$ cat src/rtl/mipsfpga_ahb_ps2.sv
// PS/2 keyboard receiver as an AHB-lite slave: deserialises frames, checks parity/stop bits,
// buffers bytes in a FIFO and exposes DATA/STATUS/CTRL registers plus a level interrupt.
module mipsfpga_ahb_ps2 #(
  parameter int FIFO_AW        = 4,
  parameter int TIMEOUT_CYCLES = 50000
) (
  input  logic        HCLK,
  input  logic        HRESETn,
  input  logic [1:0]  HADDR_d,
  input  logic        HVALID_d,
  input  logic [31:0] HWDATA,
  input  logic        HWRITE_d,
  input  logic        HSEL,
  output logic [31:0] HRDATA,
  input  logic        ps2_clk,
  input  logic        ps2_data,
  output logic        ps2_irq
);

  localparam int DEPTH = 1 << FIFO_AW;
  localparam int CNT_W = FIFO_AW + 1;
  localparam int TW    = $clog2(TIMEOUT_CYCLES + 1);

  localparam logic [1:0] ADDR_DATA   = 2'd0;
  localparam logic [1:0] ADDR_STATUS = 2'd1;
  localparam logic [1:0] ADDR_CTRL   = 2'd2;

  typedef enum logic [1:0] {
    IDLE   = 2'd0,
    DATA   = 2'd1,
    PARITY = 2'd2,
    STOP   = 2'd3
  } rxState_e;

  // Synchroniser and edge-detect state
  logic clkMeta_q, clkSync_q, clkPrev_q;
  logic dataMeta_q, dataSync_q;
  logic fall;

  // Receiver state
  rxState_e        state_q;
  logic [2:0]      bitCnt_q;
  logic [7:0]      shift_q;
  logic            parBit_q;
  logic [TW-1:0]   tmo_q;
  logic            push_q;
  logic [7:0]      pushByte_q;
  logic            frameSet_q;
  logic            parSet_q;

  // FIFO and register state
  logic [7:0]       mem_q [DEPTH];
  logic [CNT_W-1:0] wptr_q, rptr_q;
  logic [CNT_W-1:0] count;
  logic             notEmpty, fullFlag;
  logic             ovf_q, parErr_q, frameErr_q;
  logic             en_q, ie_q;

  logic acc, rdAcc, wrAcc, pop, doPush, w1c;
  logic unused_ok;

  assign unused_ok = &{1'b0, HWDATA[31:5]};

  always_ff @(posedge HCLK or negedge HRESETn) begin
    if (!HRESETn) begin
      clkMeta_q  <= 1'b1;
      clkSync_q  <= 1'b1;
      clkPrev_q  <= 1'b1;
      dataMeta_q <= 1'b1;
      dataSync_q <= 1'b1;
    end else begin
      clkMeta_q  <= ps2_clk;
      clkSync_q  <= clkMeta_q;
      clkPrev_q  <= clkSync_q;
      dataMeta_q <= ps2_data;
      dataSync_q <= dataMeta_q;
    end
  end

  assign fall = clkPrev_q & ~clkSync_q;

  // Receiver FSM; the push and error flags are one-cycle registered pulses.
  always_ff @(posedge HCLK or negedge HRESETn) begin
    if (!HRESETn) begin
      state_q    <= IDLE;
      bitCnt_q   <= 3'd0;
      shift_q    <= 8'd0;
      parBit_q   <= 1'b0;
      tmo_q      <= '0;
      push_q     <= 1'b0;
      pushByte_q <= 8'd0;
      frameSet_q <= 1'b0;
      parSet_q   <= 1'b0;
    end else begin
      push_q     <= 1'b0;
      frameSet_q <= 1'b0;
      parSet_q   <= 1'b0;
      if (!en_q) begin
        state_q <= IDLE;
        tmo_q   <= '0;
      end else if (fall) begin
        tmo_q <= '0;
        case (state_q)
          IDLE: begin
            if (!dataSync_q) begin
              state_q  <= DATA;
              bitCnt_q <= 3'd0;
            end else begin
              frameSet_q <= 1'b1;
            end
          end
          DATA: begin
            shift_q  <= {dataSync_q, shift_q[7:1]};
            bitCnt_q <= bitCnt_q + 3'd1;
            if (bitCnt_q == 3'd7) state_q <= PARITY;
          end
          PARITY: begin
            parBit_q <= dataSync_q;
            state_q  <= STOP;
          end
          STOP: begin
            state_q <= IDLE;
            if (!dataSync_q) begin
              frameSet_q <= 1'b1;
            end else if (^{shift_q, parBit_q}) begin
              push_q     <= 1'b1;
              pushByte_q <= shift_q;
            end else begin
              parSet_q <= 1'b1;
            end
          end
          default: state_q <= IDLE;
        endcase
      end else if (state_q != IDLE) begin
        if (tmo_q == TW'(TIMEOUT_CYCLES - 1)) begin
          state_q    <= IDLE;
          tmo_q      <= '0;
          frameSet_q <= 1'b1;
        end else begin
          tmo_q <= tmo_q + 1'b1;
        end
      end else begin
        tmo_q <= '0;
      end
    end
  end

  assign count    = wptr_q - rptr_q;
  assign notEmpty = (count != '0);
  assign fullFlag = (count == CNT_W'(DEPTH));

  assign acc    = HSEL & HVALID_d;
  assign rdAcc  = acc & ~HWRITE_d;
  assign wrAcc  = acc & HWRITE_d;
  assign pop    = rdAcc & (HADDR_d == ADDR_DATA) & notEmpty;
  assign doPush = push_q & (~fullFlag | pop);
  assign w1c    = wrAcc & (HADDR_d == ADDR_STATUS);

  // When full, a simultaneous pop frees the head slot, which is exactly where wptr points.
  always_ff @(posedge HCLK) begin
    if (doPush) mem_q[wptr_q[FIFO_AW-1:0]] <= pushByte_q;
  end

  always_ff @(posedge HCLK or negedge HRESETn) begin
    if (!HRESETn) begin
      wptr_q     <= '0;
      rptr_q     <= '0;
      ovf_q      <= 1'b0;
      parErr_q   <= 1'b0;
      frameErr_q <= 1'b0;
      en_q       <= 1'b0;
      ie_q       <= 1'b0;
    end else begin
      if (doPush) wptr_q <= wptr_q + 1'b1;
      if (pop)    rptr_q <= rptr_q + 1'b1;
      ovf_q      <= (ovf_q & ~(w1c & HWDATA[2])) | (push_q & fullFlag & ~pop);
      parErr_q   <= (parErr_q & ~(w1c & HWDATA[3])) | parSet_q;
      frameErr_q <= (frameErr_q & ~(w1c & HWDATA[4])) | frameSet_q;
      if (wrAcc && (HADDR_d == ADDR_CTRL)) begin
        en_q <= HWDATA[0];
        ie_q <= HWDATA[1];
      end
    end
  end

  always_comb begin
    HRDATA = 32'd0;
    case (HADDR_d)
      ADDR_DATA: begin
        if (notEmpty) HRDATA[8:0] = {1'b1, mem_q[rptr_q[FIFO_AW-1:0]]};
      end
      ADDR_STATUS: begin
        HRDATA[4:0]  = {frameErr_q, parErr_q, ovf_q, fullFlag, notEmpty};
        HRDATA[15:8] = 8'(count);
      end
      ADDR_CTRL: HRDATA[1:0] = {ie_q, en_q};
      default:   HRDATA = 32'd0;
    endcase
  end

  assign ps2_irq = ie_q & notEmpty;

endmodule

$ cat config.mk
export PLATFORM = sky130hd
export DESIGN_NAME = mipsfpga_ahb_ps2
export DESIGN_NICKNAME = d
export VERILOG_FILES = /design/src/rtl/mipsfpga_ahb_ps2.sv
export SDC_FILE = /design/constraint.sdc
export NUM_CORES = 1
export LEC_CHECK = 0
export CORE_MARGIN = 2
export CORE_UTILIZATION = 57
export CTS_CLUSTER_DIAMETER = 120
export DETAILED_ROUTE_END_ITERATION = 8
export GPL_TIMING_DRIVEN = 0
export PLACE_DENSITY = 0.82
export SYNTH_ARGS = -nofsm -noshare
export SYNTH_HDL_FRONTEND = slang
export SYNTH_SLANG_ARGS = --single-unit
$ cat constraint.sdc
create_clock -name HCLK -period 4.5 [get_ports HCLK]
set_input_delay 0.9 -clock HCLK [delete_from_list [all_inputs] [get_ports HCLK]]
set_output_delay 0.9 -clock HCLK [all_outputs]
set_load 0.02 [all_outputs]
# Word level (Yosys, flattened, before mapping)
# Memory sizes are Yosys's and may differ from the RTL's.
# Cells that the tools add are included.
# W data, S select, Z words.
[totals]
in_bits = 41
out_inout_bits = 33
mem_count = 1
register_bits = 61
word_cells = 118
ramBits = 128
[memory_table]
columns = ["memory", "words", "word_bits", "rd", "rd_ports_with_merged_regs", "write_ports", "line", "rtl"]
rows = [
  ["mem_q", 16, 8, 1, 0, 1, "52", "logic [7:0] mem_q [DEPTH];"],
]
[op_classes]
bitwise = 28
eq_ne = 13
n_addsub = 5
n_mux = 38
n_reduce_logical = 12
[ops]
columns = ["operator", "n"]
rows = [
  ["$mux W16", 4],
  ["$mux W1", 18],
  ["$and A1 B1 Y1", 17],
  ["$add A16 B1 Y16 const B", 1],
  ["$eq A16 B16 Y1 const B", 1],
  ["$mux W2", 6],
  ["$pmux W3 S2", 2],
  ["$add A5 B1 Y5 const B", 2],
  ["$mux W9", 1],
  ["$reduce_xor A9 Y1", 1],
  ["$ne A4 B4 Y1 const B", 2],
  ["$pmux W2 S4", 1],
  ["$reduce_and A4 Y1", 2],
  ["$not A1 Y1", 7],
  ["$eq A2 B2 Y1 const B", 3],
  ["$mux W3", 2],
  ["$ne A3 B2 Y1 const B", 2],
  ["$pmux W2 S3", 1],
  ["$reduce_and A3 Y1", 2],
  ["$eq A5 B5 Y1 const B", 1],
  ["$reduce_and A5 Y1", 1],
  ["$reduce_bool A5 Y1", 1],
  ["$sub A5 B5 Y5", 1],
  ["$eq A2 B1 Y1 const B", 2],
  ["9 further kinds", 15],
]

# Logic depth before layout (Yosys ltp)
# Gate-level depths: netlist of run 1.
[depth]
depth_word = 8
mapped_depth = 11
ltp_nobuf = 10

# Worst setup path before layout of run 1
# Ideal clock, no wire load.
[synth_path]
kind = "reg2out"
start = "register rptr_q[1]"
end = "output port HRDATA[5]"
setup_slack_ps = 481
n_path_buf = 3
stages_incl_launch_ff = 12
t_required_ps = 3600
arrival_ps = 3119
path_cell_list = "dfrtp_1 > clkbuf_1 > buf_2 > inv_1 > fa_1 > a21o_1 > a21oi_1 > xnor2_1 > a21oi_2 > or3_1 > buf_4 > a211oi_1"
[synth_via]
elab_chain_cells = 4
elab_cells_between_ends = 5
cone_classes = "add/sub: 1; mux: 2; reduce/logical: 1; memory: 1"
[synth_rtl]
columns = ["element", "line", "rtl"]
rows = [
  ["from (decl)", "53", "logic [CNT_W-1:0] wptr_q, rptr_q;"],
  ["from (signal assigned)", "175", "if (pop) rptr_q <= rptr_q + 1'b1;"],
  ["$sub A5 B5 Y5", "148", "assign count = wptr_q - rptr_q;"],
  ["$reduce_bool A5 Y1", "149", "assign notEmpty = (count != '0);"],
  ["$mux W9 (*)", "190", "if (notEmpty) HRDATA[8:0] = {1'b1, mem_q[rptr_q[FIFO_AW-1:0]]};"],
  ["$mux W3 (*)", "188", "case (HADDR_d)"],
  ["to (decl)", "14", "output logic [31:0] HRDATA,"],
]
# Every way passes the cells marked *; elsewhere a longest branch is shown, timed or not.

# Worst setup path after layout of run 1
[layout_path]
start = "register rptr_q[1]"
end = "output port HRDATA[7]"
# Same word-level chain as after synthesis.

==> results of run 1 <==
cell usage after synthesis (all sizes together) (6+ instances only):
library cell,instances
edfxtp,128
nand2,75
dfrtp,56
mux4,34
buf,29
nor2,25
xnor2,21
nor3,18
o21ai,18
ha,17
inv,15
xor2,12
mux2,11
a21oi,10
nand3,10
and3,8
clkbuf,7
nor2b,6
registers in the layout, indices dropped and copies added, names as in the netlist, 2 cells and up:
name,flops
wptr_q,5
rptr_q,5
tmo_q,16
mem_q,128
bitCnt_q,3
pushByte_q,8
state_q,2
shift_q,8
critical path, delay by kind of cell, from the launching register on:
kind	cells	cell delay, ps
buf+inv	7	1230
flops	1	410
simple gates	2	470
fa+ha+maj	1	270
compound gates	4	670
path summary, 6_finish.rpt:
| kind | start | to | slack (ps) | depth (start not counted) |
|---|---|---|---|---|
| min in group asynchronous | HRESETn | parBit_q$_DFFE_PN0P_ | 440 | 1 |
| max | rptr_q[1]$_DFFE_PN0P_ | HRDATA[7] | 130 | 14 |
| max in group asynchronous | HRESETn | clkSync_q$_DFF_PN1_ | 3410 | 2 |
| max reg2reg | rptr_q[1]$_DFFE_PN0P_ | mem_q[9][7]$_DFFE_PP_ | 320 | 13 |
| min reg2reg | clkMeta_q$_DFF_PN1_ | clkSync_q$_DFF_PN1_ | 360 | 0 |
| min | clkMeta_q$_DFF_PN1_ | clkSync_q$_DFF_PN1_ | 360 | 0 |
cell type report:
cell class,instances,area share
tap,180,0.0234
inverter,16,0.00664
timing repair buffer,41,0.0357
buffer,35,0.0256
clock buffer,17,0.0442
multi-input combinational,333,0.287
clock inverter,15,0.0180
sequential,189,0.559
through the flow:
| stage | hold WS [ps] | TNS (ps) | utilization | power [mW] | cell area (um^2) |
|---|---|---|---|---|---|
| 6_report | 358 | 0 | 0.687 | 4.33 | 9610 |
| 5_1_grt | 366 | 0 | 0.687 | 4.48 | 9610 |
| 4_1_cts | 358 | 0 | 0.686 | 4.33 | 9590 |
| 3_5_place_dp | 347 | -30150 | 0.635 | 2.77 | 8890 |
| 3_3_place_gp | 346 | -26850 | 0.629 | 2.74 | 8800 |
| 2_1_floorplan | 345 | 0 | - | 2.52 | 8300 |
per-layer routing:
layer  wire [um]  part of all wire  global-route usage  vias up
li1            -                 -                   -     2173
met1        6780              0.39               0.296     2431
met2        9000              0.52               0.390      208
met3        1160             0.067              0.0469       34
met4         386             0.022              0.0886        0
met5           0                 0                   0        -
cells by family after synthesis:
group | Yosys count | share of synthesized area
compound gates | 48 | 0.0369
fa+ha+maj | 18 | 0.0283
other cells | 1 | 0.000455
buf+inv | 52 | 0.0352
xor+xnor | 33 | 0.0351
mux | 50 | 0.117
simple gates | 165 | 0.0939
flops | 189 | 0.653
power by group through the flow:
stage	Clock (mW)	Combinational, mW	Sequential (mW)
detailed placement	0	0.832	1.94
finish	1.51	0.908	1.92
global placement	0	0.805	1.94
global route	1.58	0.977	1.92
floorplan	0	0.592	1.93
CTS	1.51	0.903	1.91
what timing repair did:
action,CTS,global route
setup endpoints to repair,92,14
pin swaps,3,0
gates cloned,0,0
hold buffers,0,0
resized for setup,35,26
setup buffers,7,0
==> flow_summary_export.csv, run 1 <==
group,metric,value,unit
yosys,async_flop_share,0.323,
clock_tree,cts-root-buf,"clkbuf_16",
clock_tree,htreeDepth,4,
setup_path,critPathMaxStageDelay,410,ps
layout,multi_input_comb_area,2760,um^2
setup_path,critical_path.slowest_cell,"dfrtp_1",
placed_design,pre_cts_ws,-729,ps
setup_path,crit_chain,"clkbuf_8, buf_6, clkinvlp_4, buf_4, ha_1, nor2b_1, o21a_1, o211ai_1, buf_4, a21oi_4, or3_1, buf_6, a211oi_2, buf_4",
detailed_routing,drtIter0Drc,421,
timing,fin_ws,126,ps
outcome,outcome,"completed",
worst_hold_path,hold_class,"reg -> reg",
placed_design,place_congestion,0.856,
floorplanning,coreArea,14000,um^2
layout,fillers,908,
timing,maxSlewViolCount,0,
yosys,ys.warnings.count,0,
layout,layout-drive-gt1-share,0.251,
timing,fin_crit,4370,ps
flow_run,drv_cap,0,
timing,fin_skew,18.0,ps
detailed_routing,via_count,4846,
layout,final_cell_mix,"edfxtp_1 (128), nand2_1 (75), dfrtp_1 (55)",
timing,maxSlewHeadroom,0.343,
floorplanning,fp.dieW,124,um
global_routing,grt.overflow.total,0,
timing,setup_viol,0,
power_and_ir_drop,p_comb_frac,0.210,
power_and_ir_drop,p_sw,1.27,mW
placed_design,post-dp-hpwl,11.3,mm
floorplanning,die_area,15400,um^2
yosys,ys.flop_type,"edfxtp_1",
power_and_ir_drop,p_per_area,450,nW/um^2
yosys,avgSynthCellArea,14.8,um^2
setup_path,cp_max_fo,10,
yosys,yosys.cell_types.count,52,
detailed_routing,vias_per_cell,5.87,
power_and_ir_drop,p_leak,3.68,nW
yosys,netlist_top_cells_area,"edfxtp_1 (47%), dfrtp_1 (17%), mux4_2 (9.3%)",
power_and_ir_drop,internal-power,3.06,mW
timing,rsz0062_at_grt,"no",
setup_path,cp.required,3600,ps
global_routing,grt_use_total,0.230,
setup_path,crit_type,"reg -> out",
floorplanning,start_util,0.589,
clock_tree,clockBufferDepth,2,
detailed_routing,firstDrtPassIters,7,
power_and_ir_drop,ir_drop,0.260,mV
yosys,seq_area_frac_synth,0.653,
yosys,yosysTopAreaCellShare,0.467,
layout,final_common_cell,"edfxtp_1",
placed_design,placedCellCount,788,
global_routing,grt_pass1_wl,26.8,mm
global_routing,antenna_found_initial,0,
layout,synthToLayoutAreaGrowth,16.7,%
setup_path,crit_top_cell,"buf_4",
layout,n_antenna_cell,0,
layout,seq_area,5380,um^2
floorplanning,die_h,124,um
detailed_routing,ant_nets,0,
yosys,synth_edf_count,128,
setup_path,end_kind,"output port",
layout,fin_cells,826,
yosys,synth_cells,556,
layout,fin_nets,692,
floorplanning,pin_count,74,
yosys,yosysTopAreaCell,"edfxtp_1",
detailed_routing,drt_wl_total,17.3,mm
setup_path,crit_path_start_kind,"register",
power_and_ir_drop,p_sw_frac,0.293,
placed_design,portBuffers,27,
power_and_ir_drop,clock_power_share,0.348,
yosys,synth_area,8240,um^2
clock_tree,cts_tree,"done",
global_routing,grt_max_degree,40,
global_routing,first_global_vias,4978,
timing,tightest_slew,980,ps
yosys,ys_ff_latch,189,
power_and_ir_drop,power_frac_seq,0.442,
setup_path,worstPathArrival,3470,ps
clock_tree,clock_latency,440,ps
clock_tree,path_clk_slew,70,ps
timing,fmaxAchievable,0.229,GHz
clock_tree,cts_sinks,189,
detailed_routing,drc_errors,0,
clock_tree,cts_made_buffers,17,
timing,timing.final.crit_share,0.972,
timing,final_hold_viol_count,0,
floorplanning,num_rows,43,
detailed_routing,post_drt_wl_per_cell,21.0,um
Power figures use the tool's default switching activity.
==> inputs of run 2 (changes only) <==
Settings changed: CORE_MARGIN 2 to 8, SLEW_MARGIN from default to 20.
==> run 2 against run 1 <==
Net effect: utilization is 2.1 points lower; via count is 0.66% lower; combinational power is 3.5% lower; maximum frequency hardly changed; largest power group unchanged; wire length is 0.92% lower; clock skew is 9.5 ps lower; cell count is 0.24% higher; largest cell class unchanged.
==> flow_summary_export.csv, run 2 (synthesis gave the netlist of run 1 again) <==
group,metric,value,unit
timing,final_hold_viol_count,0,
clock_tree,cts_made_buffers,17,
clock_tree,hold_buffers,0,
power_and_ir_drop,ir_drop,0.283,mV
timing,fmaxAchievable,0.229,GHz
clock_tree,cts_tree,"done",
placed_design,placed_cell_area,8900,um^2
flow_run,drv_cap,0,
detailed_routing,firstDrtPassIters,5,
floorplanning,coreArea,14300,um^2
clock_tree,clock_latency,430,ps
clock_tree,cts_sinks,189,
clock_tree,cts-root-buf,"clkbuf_16",
layout,final_cell_area,9540,um^2
floorplanning,num_rows,44,
layout,fin_util,0.667,
timing,setup_viol,0,
power_and_ir_drop,p_leak,3.65,nW
timing,tightest_slew,866,ps
global_routing,grt_pass1_wl,26.9,mm
setup_path,crit_chain,"clkbuf_8, clkinvlp_4, fa_2, xnor2_2, and3b_1, or4b_4, a21oi_4, or3_1, buf_4, o21ai_0, dlygate4sd2_1",
floorplanning,start_util,0.575,
setup_path,end_kind,"output port",
timing,maxSlewHeadroom,0.419,
setup_path,crit_path_start_kind,"register",
clock_tree,path_clk_slew,70,ps
setup_path,crit_family,"buffers and inverters",
global_routing,first_global_vias,5007,
placed_design,portBuffers,27,
timing,maxSlewViolCount,0,
layout,fillers,948,
setup_path,critical_path.slowest_cell,"or4b_4",
detailed_routing,drt_wl_total,17.2,mm
setup_path,crit_type,"reg -> out",
layout,fin_nets,690,
detailed_routing,vias_per_cell,5.81,
detailed_routing,ant_nets,0,
setup_path,crit_buf_inv,4,
power_and_ir_drop,p_per_area,439,nW/um^2
global_routing,grt.overflow.total,0,
timing,fin_crit,4370,ps
floorplanning,die_h,136,um
layout,layout-drive-gt1-share,0.239,
timing,timing.final.crit_share,0.972,
placed_design,placedCellCount,790,
timing,fin_skew,8.48,ps
timing,whs,356,ps
timing,fin_tns_setup,0,ps
layout,n_antenna_cell,0,
clock_tree,clockBufferDepth,2,
setup_path,cp.required,3600,ps
detailed_routing,drc_errors,0,
setup_path,cp_max_fo,19,
detailed_routing,drtIter0Drc,481,
layout,final_cell_mix,"edfxtp_1 (128), nand2_1 (75), dfrtp_1 (55)",
global_routing,grt_max_degree,62,
floorplanning,pin_count,74,
global_routing,antenna_found_initial,0,
placed_design,post-dp-hpwl,11.8,mm
floorplanning,fp.dieW,136,um
setup_path,worstPathArrival,3470,ps
layout,fin_cells,828,
layout,final_common_cell,"edfxtp_1",
detailed_routing,via_count,4814,
outcome,outcome,"completed",
detailed_routing,post_drt_wl_per_cell,20.7,um
layout,largest_reg_flops,128,
setup_path,critPathMaxStageDelay,490,ps
worst_hold_path,hold_class,"reg -> reg",
clock_tree,htreeDepth,4,
global_routing,grt_use_total,0.195,
placed_design,place_congestion,0.871,
floorplanning,die_area,18600,um^2
layout,synthToLayoutAreaGrowth,15.8,%
==> run 2: cell count changes in the layout (fill, tap and decap cells not counted), sizes merged <==
cell	previous run	this run
buf	49	42
clkbuf	27	29
inv	21	20
dlygate4sd2	0	2
clkinv	4	7
bufinv	1	0
clkinvlp	5	4
clkdlybuf4s15	0	1
==> run 2: worst reg2reg max path, stage by stage (launching register included) <==
cell and delay [ps]:
dfrtp_1 400, clkbuf_8 260, clkinvlp_4 170, buf_4 160, ha_1 260, nor2b_1 130
o21a_1 200, o21a_1 190, o21ai_0 430, nor2_1 290, buf_2 290, nor3_2 730
==> run 2: per-stage QoR <==
stage	total power, mW	setup WS (ps)
floorplan	2.52	481
CTS	4.20	6.33
detailed placement	2.77	-541
global route	4.35	-11.2
global placement	2.74	-483
finish	4.19	126
==> run 2: repair_timing <==
item	in CTS	in global routing
pin swaps	2	0
resized for setup	17	23
setup buffers	7	1
endpoints found under the setup margin	28	10
==> run 2: power breakdown <==
part,internal [mW],total [mW],switching (mW)
sequential,1.87,1.92,0.0423
combinational,0.385,0.876,0.492
clock,0.727,1.40,0.672
total,2.99,4.19,1.21
==> run 2: path summary, 6_finish.rpt <==
check,startpoint,depth (start not counted),slack (ps),to
setup / recovery,rptr_q[1]$_DFFE_PN0P_,11,130,HRDATA[2]
hold / removal,dataMeta_q$_DFF_PN1_,0,360,dataSync_q$_DFF_PN1_
setup reg to reg,rptr_q[1]$_DFFE_PN0P_,11,620,mem_q[6][5]$_DFFE_PP_
hold reg to reg,dataMeta_q$_DFF_PN1_,0,360,dataSync_q$_DFF_PN1_
max in group asynchronous,HRESETn,1,3430,rptr_q[2]$_DFFE_PN0P_
min in group asynchronous,HRESETn,1,530,state_q[1]$_DFFE_PN0P_
==> run 2: layout make-up <==
cell class	instances	area [um^2]	area share
clock buffers	17	425	0.0446
plain buffers	34	231	0.0243
repair buffers	40	330	0.0346
well taps	184	230	0.0241
flip-flops and latches	189	5380	0.564
multi-input cells	333	2750	0.288
clock inverters	15	135	0.0142
inverters	16	63.8	0.00669
==> run 2: routing by layer <==
| layer | global-route usage | share of wire |
|---|---|---|
| met1 | 0.230 | 0.37 |
| met4 | 0.0799 | 0.024 |
| met2 | 0.344 | 0.54 |
| met3 | 0.0377 | 0.063 |
| met5 | 0 | 0 |
